`config.mk`:
```
export PLATFORM = sky130hd
export DESIGN_NAME = seq_transport_flat
export DESIGN_NICKNAME = d
export VERILOG_FILES = /design/src/rtl/seq_pkg.sv /design/src/rtl/seq_transport_if.sv /design/src/rtl/seq_transport_btn_debounce.sv /design/src/rtl/seq_transport.sv /design/src/flat_wrapper.sv
export SDC_FILE = /design/constraint.sdc
export NUM_CORES = 1
export LEC_CHECK = 0
export CORE_MARGIN = 2
export CORE_UTILIZATION = 54
export DETAILED_ROUTE_END_ITERATION = 8
export GPL_ROUTABILITY_DRIVEN = 0
export GPL_TIMING_DRIVEN = 1
export HOLD_SLACK_MARGIN = 0.1
export PLACE_DENSITY = 0.78
export SLEW_MARGIN = 15
export SYNTH_ARGS = -nofsm -noshare
export SYNTH_HDL_FRONTEND = slang
export SYNTH_HIERARCHICAL = 1
export SYNTH_SLANG_ARGS = --single-unit
```
`constraint.sdc`:
```
create_clock -name clk -period 3.8 [get_ports clk]
set_input_delay 0.76 -clock clk [delete_from_list [all_inputs] [get_ports clk]]
set_output_delay 0.76 -clock clk [all_outputs]
set_load 0.02 [all_outputs]
```
`src/rtl/seq_pkg.sv`:
```
// Shared types and constants for the step-sequencer transport.
// Holds the transport FSM states, bus widths and the tempo-to-period mapping.
package seq_pkg;

  localparam int STEP_W  = 4;
  localparam int TEMPO_W = 4;
  localparam int CNT_W   = 32;

  localparam logic [TEMPO_W-1:0] TEMPO_RST = 4'd8;

  typedef enum logic [1:0] {
    STOP = 2'd0,
    ARM  = 2'd1,
    PLAY = 2'd2
  } seq_state_e;

  // Nominal step length in clk cycles; tempo 15 is the fastest setting.
  function automatic logic [CNT_W-1:0] step_period(
    input logic [TEMPO_W-1:0] tempo,
    input logic [CNT_W-1:0]   pmin,
    input logic [CNT_W-1:0]   pstep
  );
    logic [CNT_W-1:0] slow;
    slow = CNT_W'(4'd15 - tempo);
    return pmin + slow * pstep;
  endfunction

endpackage

```
`src/rtl/seq_transport_if.sv`:
```
// Button inputs, loop length and step/tempo outputs of the sequencer transport.
// The master side drives the raw buttons and loop length; the slave is the transport.
interface seq_transport_if;
  import seq_pkg::*;

  logic               play_btn;
  logic               tempo_up_btn;
  logic               tempo_dn_btn;
  logic [STEP_W-1:0]  loop_len;
  logic [STEP_W-1:0]  step;
  logic               step_tick;
  logic               playing;
  logic [TEMPO_W-1:0] tempo;
  logic               gate;

  modport master (
    output play_btn, tempo_up_btn, tempo_dn_btn, loop_len,
    input  step, step_tick, playing, tempo, gate
  );

  modport slave (
    input  play_btn, tempo_up_btn, tempo_dn_btn, loop_len,
    output step, step_tick, playing, tempo, gate
  );

endinterface

```
`src/rtl/seq_transport_btn_debounce.sv`:
```
// Debouncer for one raw active-low push-button: 2-flop synchronizer plus stability count.
// Emits a one-cycle press pulse when the debounced level falls.
module btn_debounce #(
  parameter int unsigned DEBOUNCE_CYC = 270000
) (
  input  logic clk,
  input  logic rst,
  input  logic btn_raw,
  output logic press
);

  localparam int CW = $clog2(DEBOUNCE_CYC + 1);

  logic          sync1_q, sync2_q;
  logic          db_q, db_d;
  logic          press_q, press_d;
  logic [CW-1:0] cnt_q, cnt_d;

  // A level is accepted only once the synchronized input has differed for DEBOUNCE_CYC+1 samples.
  always_comb begin
    db_d    = db_q;
    press_d = 1'b0;
    cnt_d   = '0;
    if (sync2_q != db_q) begin
      if (cnt_q == CW'(DEBOUNCE_CYC)) begin
        db_d    = sync2_q;
        press_d = ~sync2_q;
      end else begin
        cnt_d = cnt_q + CW'(1);
      end
    end
  end

  always_ff @(posedge clk or negedge rst) begin
    if (!rst) begin
      sync1_q <= 1'b1;
      sync2_q <= 1'b1;
      db_q    <= 1'b1;
      press_q <= 1'b0;
      cnt_q   <= '0;
    end else begin
      sync1_q <= btn_raw;
      sync2_q <= sync1_q;
      db_q    <= db_d;
      press_q <= press_d;
      cnt_q   <= cnt_d;
    end
  end

  assign press = press_q;

endmodule

```
`src/rtl/seq_transport.sv`:
```
// Transport and step scheduler: debounced play/stop FSM, tempo register and step clock.
// Build option SEQ_SWING_EN lengthens even steps and shortens odd steps by period/4.
//
// state | meaning
// STOP  | idle, step held at 0, gate low
// ARM   | single cycle after a play press; step 0 and first tick visible
// PLAY  | counter runs down; each expiry advances (or wraps) the step
module seq_transport
  import seq_pkg::*;
#(
  parameter int unsigned DEBOUNCE_CYC = 270000,
  parameter int unsigned PERIOD_MIN   = 4194304,
  parameter int unsigned PERIOD_STEP  = 524288
) (
  input logic            clk,
  input logic            rst,
  seq_transport_if.slave bus
);

  logic play_p, up_p, dn_p;

  btn_debounce #(.DEBOUNCE_CYC(DEBOUNCE_CYC)) u_play (
    .clk(clk), .rst(rst), .btn_raw(bus.play_btn), .press(play_p)
  );
  btn_debounce #(.DEBOUNCE_CYC(DEBOUNCE_CYC)) u_up (
    .clk(clk), .rst(rst), .btn_raw(bus.tempo_up_btn), .press(up_p)
  );
  btn_debounce #(.DEBOUNCE_CYC(DEBOUNCE_CYC)) u_dn (
    .clk(clk), .rst(rst), .btn_raw(bus.tempo_dn_btn), .press(dn_p)
  );

  seq_state_e         state_q, state_d;
  logic [STEP_W-1:0]  step_q, step_d, step_nxt;
  logic [TEMPO_W-1:0] tempo_q, tempo_d;
  logic [CNT_W-1:0]   cnt_q, cnt_d;
  logic [CNT_W-1:0]   per_cur_q, per_cur_d;
  logic [CNT_W-1:0]   period, load_len;
  logic               tick_q, tick_d;
  logic               playing_q, playing_d;
  logic               gate_q, gate_d;

  always_comb begin
    tempo_d = tempo_q;
    if (up_p && !dn_p && tempo_q != 4'd15) begin
      tempo_d = tempo_q + TEMPO_W'(1);
    end else if (dn_p && !up_p && tempo_q != 4'd0) begin
      tempo_d = tempo_q - TEMPO_W'(1);
    end
  end

`ifdef SEQ_SWING_EN
  logic load_odd;
`endif

  always_comb begin
    period   = step_period(tempo_q, CNT_W'(PERIOD_MIN), CNT_W'(PERIOD_STEP));
    step_nxt = (step_q >= bus.loop_len) ? '0 : step_q + STEP_W'(1);
`ifdef SEQ_SWING_EN
    // Parity of the step being loaded: ARM always loads step 0.
    load_odd = (state_q != STOP) && step_nxt[0];
    load_len = load_odd ? period - (period >> 2) : period + (period >> 2);
`else
    load_len = period;
`endif
  end

  always_comb begin
    state_d   = state_q;
    step_d    = step_q;
    cnt_d     = cnt_q;
    per_cur_d = per_cur_q;
    tick_d    = 1'b0;
    playing_d = playing_q;
    case (state_q)
      STOP: begin
        step_d    = '0;
        cnt_d     = '0;
        playing_d = 1'b0;
        if (play_p) begin
          state_d   = ARM;
          tick_d    = 1'b1;
          playing_d = 1'b1;
          per_cur_d = load_len;
          cnt_d     = load_len - CNT_W'(1);
        end
      end
      ARM: begin
        state_d = PLAY;
        cnt_d   = cnt_q - CNT_W'(1);
      end
      PLAY: begin
        // A stop press outranks an advance falling in the same cycle.
        if (play_p) begin
          state_d   = STOP;
          step_d    = '0;
          cnt_d     = '0;
          playing_d = 1'b0;
        end else if (cnt_q == '0) begin
          step_d    = step_nxt;
          tick_d    = 1'b1;
          per_cur_d = load_len;
          cnt_d     = load_len - CNT_W'(1);
        end else begin
          cnt_d = cnt_q - CNT_W'(1);
        end
      end
      default: begin
        state_d   = STOP;
        step_d    = '0;
        cnt_d     = '0;
        playing_d = 1'b0;
      end
    endcase
    gate_d = playing_d && (cnt_d >= (per_cur_d >> 1));
  end

  always_ff @(posedge clk or negedge rst) begin
    if (!rst) begin
      state_q   <= STOP;
      step_q    <= '0;
      tempo_q   <= TEMPO_RST;
      cnt_q     <= '0;
      per_cur_q <= '0;
      tick_q    <= 1'b0;
      playing_q <= 1'b0;
      gate_q    <= 1'b0;
    end else begin
      state_q   <= state_d;
      step_q    <= step_d;
      tempo_q   <= tempo_d;
      cnt_q     <= cnt_d;
      per_cur_q <= per_cur_d;
      tick_q    <= tick_d;
      playing_q <= playing_d;
      gate_q    <= gate_d;
    end
  end

  assign bus.step      = step_q;
  assign bus.step_tick = tick_q;
  assign bus.playing   = playing_q;
  assign bus.tempo     = tempo_q;
  assign bus.gate      = gate_q;

endmodule

```
`src/flat_wrapper.sv`:
```
// flat-port wrapper written by rule: the top's interface ports become plain ports
module seq_transport_flat import seq_pkg::*;
#(
  parameter int unsigned DEBOUNCE_CYC = 270000,
  parameter int unsigned PERIOD_MIN   = 4194304,
  parameter int unsigned PERIOD_STEP  = 524288
)
  (clk, rst, bus_play_btn, bus_tempo_up_btn, bus_tempo_dn_btn, bus_loop_len, bus_step, bus_step_tick, bus_playing, bus_tempo, bus_gate);
  seq_transport_if bus_i ();
  input logic clk;
  input logic rst;
  input wire logic [$bits(bus_i.play_btn)-1:0] bus_play_btn;
  input wire logic [$bits(bus_i.tempo_up_btn)-1:0] bus_tempo_up_btn;
  input wire logic [$bits(bus_i.tempo_dn_btn)-1:0] bus_tempo_dn_btn;
  input wire logic [$bits(bus_i.loop_len)-1:0] bus_loop_len;
  output wire logic [$bits(bus_i.step)-1:0] bus_step;
  output wire logic [$bits(bus_i.step_tick)-1:0] bus_step_tick;
  output wire logic [$bits(bus_i.playing)-1:0] bus_playing;
  output wire logic [$bits(bus_i.tempo)-1:0] bus_tempo;
  output wire logic [$bits(bus_i.gate)-1:0] bus_gate;
  assign bus_i.play_btn = bus_play_btn;
  assign bus_i.tempo_up_btn = bus_tempo_up_btn;
  assign bus_i.tempo_dn_btn = bus_tempo_dn_btn;
  assign bus_i.loop_len = bus_loop_len;
  assign bus_step = bus_i.step;
  assign bus_step_tick = bus_i.step_tick;
  assign bus_playing = bus_i.playing;
  assign bus_tempo = bus_i.tempo;
  assign bus_gate = bus_i.gate;
  seq_transport #(.DEBOUNCE_CYC(DEBOUNCE_CYC), .PERIOD_MIN(PERIOD_MIN), .PERIOD_STEP(PERIOD_STEP)) u_core (.clk(clk), .rst(rst), .bus(bus_i));
endmodule
```
# [Yosys cells after proc, flatten, opt, wreduce, memory -nomap -nowiden]
# Index checks and enable logic that the tools add are counted.
[word_totals] reg_bits=145 latchBits=0 mem_bits_rw=0 mem_bits_ro=0 input_bits=9 wordCells=102 memories=0
[classes] n_addsub=10 mul=0 div_mod_pow=0 order_cmp=2 n_eq_ne=12 n_shift=0 muxes=35 bitwise_logic=4 n_reduce_logical=16
[op_table] cell="32-bit two-way mux" count=6
[op_table] cell="19-bit two-way mux" count=6
[op_table] cell="32-bit one-hot mux with 3 select lines" count=1
[op_table] cell="32-bit one-hot mux with 2 select lines" count=1
[op_table] cell="32-bit by 1-bit subtractor with 32-bit output, second input constant" count=2
[op_table] cell="19-bit by 1-bit adder with 19-bit output, second input constant" count=3
[op_table] cell="19-bit equality test, second input constant" count=3
[op_table] cell="23-bit by 32-bit adder with 32-bit output, first input constant" count=1
[op_table] cell="32-bit by 31-bit greater-or-equal comparator with 1-bit output" count=1
[op_table] cell="32-bit zero test" count=1
[op_table] cell="4-bit two-way mux" count=5
[op_table] cell="1-bit two-way mux" count=10
[op_table] cell="2-bit AND reduction" count=5
[op_table] cell="4-bit by 1-bit adder with 4-bit output, second input constant" count=2
[op_table] cell="4-bit one-hot mux with 2 select lines" count=1
[op_table] cell="2-bit one-hot mux with 3 select lines" count=1
[op_table] cell="1-bit logical AND" count=5
[op_table] cell="4-bit by 4-bit subtractor with 5-bit output, first input constant" count=1
[op_table] cell="4-bit greater-or-equal comparator" count=1
[op_table] cell="2-bit two-way mux" count=2
[op_table] cell="2-bit inequality test, second input constant" count=2
[op_table] cell="4-bit inequality test, second input constant" count=1
[op_table] cell="1-bit NOT" count=4
[op_table] cell="4-bit nonzero test" count=1
[op_table] cell="10 further kinds" count=13

# [Logic depth before layout (Yosys ltp)]
# Gate-level depths: netlist of the first run.
[depth] ltp_word=8 mapped_depth=17 mapped_depth_nobuf=15

# [Hierarchy]
# Netlist of the first run, hierarchy kept.
[modules_own_cells] mod="seq_transport" instances=1 cells_each=428 area_each_um2=4267.8 seq_area_each_um2=1903.1
[modules_own_cells] mod="btn_debounce" instances=3 cells_each=113 area_each_um2=1139.8 seq_area_each_um2=579.3

# [Worst setup path after synthesis of the first run]
# No wires, ideal clock.
[synth_path] path_kind="reg-to-reg" from="reg u_core.cnt_q[16]" to="reg u_core.gate_q, in the netlist u_core/bus.gate" arrival_time_ps=3616 required_time_ps=3681 path_slack_ps=65 path_stages_with_launch=15 path_buffers=3 synth_period_minus_slack_ps=3735 path_cell_list="dfrtp_1 > or3_4 > or4_4 > buf_6 > or4_1 > a21o_1 > buf_6 > buf_2 > o22ai_1 > ha_1 > a2111o_1 > o221ai_1 > nand4_1 > a21o_1 > o21a_1"
[synth_between] elab_chain_cells=6
[synth_lines] element="start: declaration" line_no="seq_transport.sv:35" source="logic [CNT_W-1:0] cnt_q, cnt_d;"
[synth_lines] element="start signal: assignment" line_no="seq_transport.sv:131" source="cnt_q <= cnt_d;"
[synth_lines] element="32-bit by 1-bit subtractor with 32-bit output or 32-bit zero test (tied branches)" line_no="seq_transport.sv:89, seq_transport.sv:104, seq_transport.sv:98"
[synth_lines] element="32-bit two-way mux" line_no="seq_transport.sv:98" source="end else if (cnt_q == '0) begin"
[synth_lines] element="32-bit two-way mux" line_no="seq_transport.sv:93" source="if (play_p) begin"
[synth_lines] element="32-bit one-hot mux with 3 select lines (*)" line_no="seq_transport.sv:74" source="case (state_q)"
[synth_lines] element="via u_core.cnt_d[21]" line_no="seq_transport.sv:35"
[synth_lines] element="32-bit by 31-bit greater-or-equal comparator with 1-bit output (*)" line_no="seq_transport.sv:114" source="gate_d = playing_d && (cnt_d >= (per_cur_d >> 1));"
[synth_lines] element="1-bit logical AND (*)" line_no="seq_transport.sv:114"
[synth_lines] element="via u_core.gate_d" line_no="seq_transport.sv:40" source="logic gate_q, gate_d;"
[synth_lines] element="end signal: assignment" line_no="seq_transport.sv:135" source="gate_q <= gate_d;"
[synth_lines] element="end: declaration" line_no="seq_transport.sv:40"
# The timed path passes the listed nets; every way through them passes the cells marked *. The select of a mux whose other input is x is not followed.
# A chain may end at the register's enable or synchronous reset.

# [Worst setup path after layout of the first run]
[layout_path] from="reg u_core.cnt_q[16]" to="reg u_core.gate_q, in the netlist u_core/bus.gate"
[layout_between] elab_chain_cells=6
[layout_lines] element="32-bit zero test" line_no="seq_transport.sv:98"
[layout_lines] element="32-bit two-way mux" line_no="seq_transport.sv:98"
[layout_lines] element="32-bit two-way mux" line_no="seq_transport.sv:93"
[layout_lines] element="32-bit one-hot mux with 2 select lines" line_no="seq_transport.sv:74"
[layout_lines] element="via u_core.per_cur_d[22]" line_no="seq_transport.sv:36" source="logic [CNT_W-1:0] per_cur_q, per_cur_d;"
[layout_lines] element="32-bit by 31-bit greater-or-equal comparator with 1-bit output" line_no="seq_transport.sv:114"
[layout_lines] element="1-bit logical AND" line_no="seq_transport.sv:114"
[layout_lines] element="via u_core.gate_d" line_no="seq_transport.sv:40"
# The timed path passes the listed nets, and every way through them passes these cells. The select of a mux whose other input is x is not followed.

==> results of run 1 <==
-- sequential cells by signal, summed over array words and instances, names as in the netlist, 2 cells and up --
| register | count |
|---|---|
| u_core/cnt_q | 32 |
| u_core/per_cur_q | 31 |
| u_core/u_dn/cnt_q | 19 |
| u_core/u_play/cnt_q | 19 |
| u_core/u_up/cnt_q | 19 |
| u_core/bus.step | 4 |
| u_core/bus.tempo | 4 |
| u_core/state_q | 2 |
-- layout by cell type, fill, tap and decap left out, types with 8 or more instances in the layout --
cell type	count
dfstp_2	10
nor2_1	87
clkbuf_16	17
inv_2	15
nor3_1	17
xor2_1	27
buf_4	26
nand3_1	24
clkdlybuf4s50_1	18
dfrtp_1	135
and4_1	12
nand2_1	54
or4_1	8
xnor2_1	51
nand4_1	27
o21ai_0	20
inv_1	44
and2_4	13
a21oi_1	26
ha_1	48
nor4_1	18
-- final timing paths --
check	start	to	slack (ns)
min in group asynchronous	rst	u_core/bus.step[1]$_DFFE_PN0P_	0.46
hold / removal	u_core/u_play/sync1_q$_DFF_PN1_	u_core/u_play/sync2_q$_DFF_PN1_	0.36
setup / recovery	u_core/cnt_q[16]$_DFF_PN0_	u_core/bus.gate$_DFF_PN0_	0.004
max in group asynchronous	rst	u_core/bus.tempo[3]$_DFFE_PN1P_	2.57
hold reg to reg	u_core/u_play/sync1_q$_DFF_PN1_	u_core/u_play/sync2_q$_DFF_PN1_	0.36
setup reg to reg	u_core/cnt_q[16]$_DFF_PN0_	u_core/bus.gate$_DFF_PN0_	0.004
-- layer usage --
metal | part of all wire (%) | up-vias
met4 | 1.7 | 0
met5 | 0 | -
met2 | 51 | 130
met1 | 43 | 2868
li1 | - | 2758
met3 | 3.8 | 26
-- worst reg2reg max path, cell delays in order, from the launching register on --
cell and delay (ns):
dfrtp_1 0.38, or3_4 0.39, or4_4 0.42, or4_4 0.56, a21o_4 0.28, mux2_4 0.31
inv_2 0.05, ha_1 0.25, a2111o_1 0.37, o221ai_1 0.20, nand4_1 0.15, a21o_1 0.18
o21a_1 0.16
-- area by class of cell --
class	count	area (um^2)	share of cell area, %
inverter	59	221	2.50
sequential	145	3640	41.1
clock buffer	20	457	5.16
tap	180	225	2.54
multi-input combinational	536	3760	42.4
clock inverter	12	108	1.21
timing repair buffer	50	445	5.03
-- stage by stage --
step           cell area (um^2)  hold WS, ns  worst slack, ns  TNS [ns]
6_report                   8860        0.356          0.00397         0
5_1_grt                    8860        0.359           -0.128    -0.128
4_1_cts                    8730        0.358          0.00138         0
3_5_place_dp               8120        0.348           -0.112    -0.112
3_3_place_gp               8120        0.347           -0.148    -0.148
2_1_floorplan              7690        0.345           0.0655         0
-- power by group through the flow --
stage	sequential (W)	combinational, W	clock (W)
global route	0.00157	0.0000922	0.00168
finish	0.00157	0.0000779	0.00158
detailed placement	0.00160	0.0000813	0
global placement	0.00160	0.0000780	0
CTS	0.00157	0.0000814	0.00161
floorplan	0.00160	0.0000387	0
-- logic make-up (layout without fill, tap and decap cells) --
logic type      after synthesis  after routing  share of synthesized area (%)
flops                       145            145                           47.4
fa+ha+maj                    49             49                           8.07
compound gates               99            100                           8.30
simple gates                302            302                           20.9
mux                           7              7                           1.03
buf+inv                      87            141                           5.44
xor+xnor                     78             78                           8.89
-- what timing repair did --
action                     4_1_cts  5_1_grt
gates resized for setup          8       18
pin swaps                        1        8
setup endpoints to repair        1        1
buffers inserted                 1        3
cloned                           0        2
==> results_dict.tcl, run 1 <==
set metrics [dict create \
    status "completed" \
    async_reset_ff_share_pct 100 \
    final_cells 1002 \
    clock-root-buffer "clkbuf_16" \
    cp_top_family "simple AND/OR/NAND/NOR gates" \
    finalWirelength_um 16100 \
    path_clk_slew_ns 0.06 \
    grt_usage_pct 22.5 \
    synth.net_count 825 \
    cts_buffers 17 \
    p_total_w 0.00323 \
    ctsHoldBuffers 0 \
    grt_use_met3_pct 5.63 \
    drt-initial-drc-count 358 \
    clockBufferDepth 2 \
    vias 5782 \
    cts.sinks 145 \
    p_int_w 0.00252 \
    synthCells 767 \
    synth_cell_types 58 \
    clkPwrFrac_pct 48.9 \
    rsz0062_at_grt "yes" \
    die_x_um 123 \
    synth_top_area_share_pct 43.9 \
    syn_area_um2 7690 \
    syn_to_final_growth_pct 15.2 \
    synth_area_leaders "dfrtp_1 44%, ha_1 7.8%, xnor2_1 5.8%" \
    dp.cells 964 \
    antenna_found_initial 0 \
    insertion_delay_ns 0.42 \
    synthTopCellsByCount "135 x dfrtp_1, 87 x nor2_1, 54 x nand2_1" \
    ys_seq_area_share_pct 47.4 \
    drv_slew 0 \
    ys_warn_count 6 \
    fp.dieH_um 123 \
    seq_power_share_pct 48.7 \
    top_usage_layer "met2" \
    io_buffer_count 19 \
    ios 20 \
    whs_path_depth 0 \
    overflow 0 \
    synth_top_cell_by_area "dfrtp_1" \
    syn_area_per_cell_um2 10.0 \
    critPathSlowestCell "or4_4" \
    dr.pass1.iters 6 \
    ir_worst_vdd_uv 318 \
    fillers 1056 \
    crit_cells 12 \
    hpwl_um 10600 \
    skew_ns 0.00565 \
    cp.arrival_ns 4.11 \
    n_antenna_cell 0 \
    reg2reg_depth 12 \
    grt_max_degree 107 \
    critPathMostFrequentCell "or4_4" \
    cts_tree "done" \
    power_density_nw_per_um2 364 \
    synth-edff-count 0 \
    max_freq_ghz 0.263 \
    worst_pin_slew_ns 0.946 \
    worstPathRequired_ns 4.11 \
    fin_crit_sh_pct 99.9 \
    cp_max_fo 6 \
    slew_headroom_pct 36.9 \
    yosys.cell_count.top_type "dfrtp_1" \
    use_met2_pct 38.6 \
    fp-row-count 43 \
    design.core.area_um2 13900 \
    nNetsFinal 867 \
    viasPerCell 5.77 \
    use_met1_pct 27.3 \
    critPathBufInv 1 \
    critPathMaxStageDelay_ns 0.56 \
    path_cells "or3_4, or4_4, or4_4, a21o_4, mux2_4, inv_2, ha_1, a2111o_1, o221ai_1, nand4_1, a21o_1, o21a_1" \
    grt_pass1_vias 5897 \
    drv_cap 0 \
    post-route-min-period_ns 3.80 \
    leakage_nw 4.23 \
    path_class "reg2reg" \
    crit_path_end_kind "flip-flop" \
    die-area_um2 15200 \
    ant_nets 0 \
    final-setup-viol-count 0 \
    grt_pass1_wl_um 27100 \
    sw_frac_of_total_pct 21.9 \
    initial_core_util_pct 55.4 \
    worstSetupStartpointType "flip-flop" \
    combPwrFrac_pct 2.4 \
    wl_per_cell_um 16.1 \
    drive_gt1_share_pct 16.3 \
    hold_class "reg2reg" \
    hold_viol 0 \
    drc 0 \
    ys_seq_elements 145 \
    ys.flop_type "dfrtp_1" \
    fin_util_pct 63.8 \
    cts.htree.levels 4 \
    switchingPower_w 0.000708 \
]
No activity file was read; power rests on OpenSTA's default activity.
==> inputs of run 2 (changes only) <==
--- a/config.mk
+++ b/config.mk
@@ -5,6 +5,7 @@
 export SDC_FILE = /design/constraint.sdc
 export NUM_CORES = 1
 export LEC_CHECK = 0
+export CORE_ASPECT_RATIO = 1.1
 export CORE_MARGIN = 2
 export CORE_UTILIZATION = 54
 export DETAILED_ROUTE_END_ITERATION = 8
==> run 2 against run 1 <==
Register-to-register slack barely moved. Utilization rose by 0.94 points. Non-clock buffer count rose by 2. Clock skew rose by 0.0013 ns. Global-route usage fell by 0.65 points. Total power fell by 3.8%. Clock power fell by 8%. Sequential cell count did not move.
==> results_dict.tcl, run 2 (synthesis results as in run 1) <==
set metrics [dict create \
    path_class "reg2reg" \
    grt_pass1_wl_um 26900 \
    n_antenna_cell 0 \
    switchingPower_w 0.000662 \
    hold_viol 0 \
    fin_util_pct 64.8 \
    rr_startpoint "u_core/cnt_q[4]$_DFF_PN0_" \
    final-setup-viol-count 0 \
    hold_class "reg2reg" \
    combPwrFrac_pct 2.5 \
    ctsHoldBuffers 0 \
    cts_buffers 17 \
    post-place-ws_ns -0.0589 \
    crit_path_end_kind "flip-flop" \
    syn_to_final_growth_pct 16.7 \
    nNetsFinal 868 \
    drive_gt1_share_pct 17.7 \
    worst_pin_slew_ns 0.751 \
    max_freq_ghz 0.263 \
    p_total_w 0.00310 \
    drv_cap 0 \
    p_int_w 0.00244 \
    ios 20 \
    clkPwrFrac_pct 46.9 \
    overflow 0 \
    drt-initial-drc-count 306 \
    fin_setup_tns_ns 0 \
    cp_max_fo 6 \
    reg2reg_slack_ns 0.004 \
    final_cell_mix "134 x dfrtp_1, 86 x nor2_1, 53 x nand2_1" \
    fp-row-count 45 \
    fillers 1081 \
    drv_slew 0 \
    wl_per_cell_um 15.5 \
    antenna_found_initial 0 \
    status "completed" \
    leakage_nw 4.27 \
    drc 0 \
    largest_register_ffs 32 \
    power_density_nw_per_um2 346 \
    grt_usage_pct 21.9 \
    insertion_delay_ns 0.43 \
    post-route-min-period_ns 3.80 \
    reg2reg_depth 13 \
    dr.pass1.iters 5 \
    grt_max_degree 86 \
    viasPerCell 5.67 \
    largestRegisters "u_core/cnt_q (32), u_core/per_cur_q (31)" \
    rr_endpoint "u_core/bus.gate$_DFF_PN0_" \
    grt_pass1_vias 5790 \
    top_register "u_core/cnt_q" \
    die_x_um 118 \
    worstPathRequired_ns 4.16 \
    seq_power_share_pct 50.6 \
    skew_ns 0.00693 \
    clockBufferDepth 2 \
    postLayoutSetupSlackWorst_ns 0.00401 \
    sw_frac_of_total_pct 21.3 \
    clock-root-buffer "clkbuf_16" \
    design.core.area_um2 13900 \
    hpwl_um 10700 \
    cts.sinks 145 \
    ant_nets 0 \
    io_buffer_count 19 \
    path_clk_slew_ns 0.06 \
    worstSetupStartpointType "flip-flop" \
    cts_tree "done" \
    initial_core_util_pct 55.5 \
    ir_worst_vdd_uv 283 \
    die-area_um2 15200 \
    whs_ns 0.354 \
    fin_crit_sh_pct 99.9 \
    fp.dieH_um 129 \
    rsz0062_at_grt "yes" \
    hold_start "u_core/u_up/sync1_q$_DFF_PN1_" \
    finalWirelength_um 15700 \
    whs_path_depth 0 \
    slew_headroom_pct 49.9 \
    vias 5735 \
    min_to "u_core/u_up/sync2_q$_DFF_PN1_" \
    final_common_cell "dfrtp_1" \
    cp.arrival_ns 4.16 \
    cts.htree.levels 4 \
]
-- run 2: worst max path at each step --
stage                               startpoint                         to  depth (start not counted)
floorplan           u_core/cnt_q[16]$_DFF_PN0_  u_core/bus.gate$_DFF_PN0_                         14
global placement    u_core/cnt_q[16]$_DFF_PN0_  u_core/bus.gate$_DFF_PN0_                         12
detailed placement  u_core/cnt_q[16]$_DFF_PN0_  u_core/bus.gate$_DFF_PN0_                         14
CTS                 u_core/cnt_q[16]$_DFF_PN0_  u_core/bus.gate$_DFF_PN0_                         13
global route         u_core/cnt_q[4]$_DFF_PN0_  u_core/bus.gate$_DFF_PN0_                         13
finish               u_core/cnt_q[4]$_DFF_PN0_  u_core/bus.gate$_DFF_PN0_                         13
-- run 2: worst max-delay path: stages, from the launching register on --
cell,delay (ns)
dfrtp_2,0.45
or4_1,0.56
or2_1,0.27
or4_4,0.46
nor4_1,0.28
xnor2_1,0.21
o22ai_2,0.11
ha_1,0.33
nand4_1,0.19
nor4_2,0.30
nand2_1,0.13
a211oi_2,0.18
a21o_1,0.15
o21a_1,0.10
-- run 2: repair_timing --
item                       in CTS  in global routing
cloned                          0                  1
buffers inserted                0                  2
hold endpoints to repair        0                  0
setup endpoints to repair       1                  1
gates resized for setup         8                 38
pin swaps                       0                 23
-- run 2: layout make-up --
cell class / instances / area, um^2 / area share (%)
clock buffer: 25 / 475 / 5.30
timing repair buffer: 52 / 493 / 5.50
clock inverter: 7 / 35.0 / 0.391
sequential: 145 / 3640 / 40.6
inverter: 59 / 221 / 2.47
multi-input combinational: 535 / 3870 / 43.1
tap: 188 / 235 / 2.62
-- run 2: stage by stage --
stage | instances | instance area (um^2)
CTS | 1008 | 8720
finish | 1011 | 8970
global route | 1011 | 8970
floorplan | 767 | 7690
detailed placement | 976 | 8170
global placement | 976 | 8170
-- run 2: per-layer routing --
metal | vias up | share of wire (%) | track usage [%]
li1 | 2761 | - | -
met4 | 0 | 2.8 | 10.3
met3 | 33 | 3.4 | 4.09
met5 | - | 0 | 0
met2 | 130 | 49 | 37.0
met1 | 2811 | 45 | 27.6
-- run 2: power by group through the flow --
stage          Clock (W)  Combinational, W  Sequential (W)
3_3_place_gp           0         0.0000776         0.00160
5_1_grt          0.00155         0.0000921         0.00157
2_1_floorplan          0         0.0000387         0.00160
4_1_cts          0.00148         0.0000813         0.00157
3_5_place_dp           0         0.0000811         0.00160
6_report         0.00146         0.0000776         0.00157
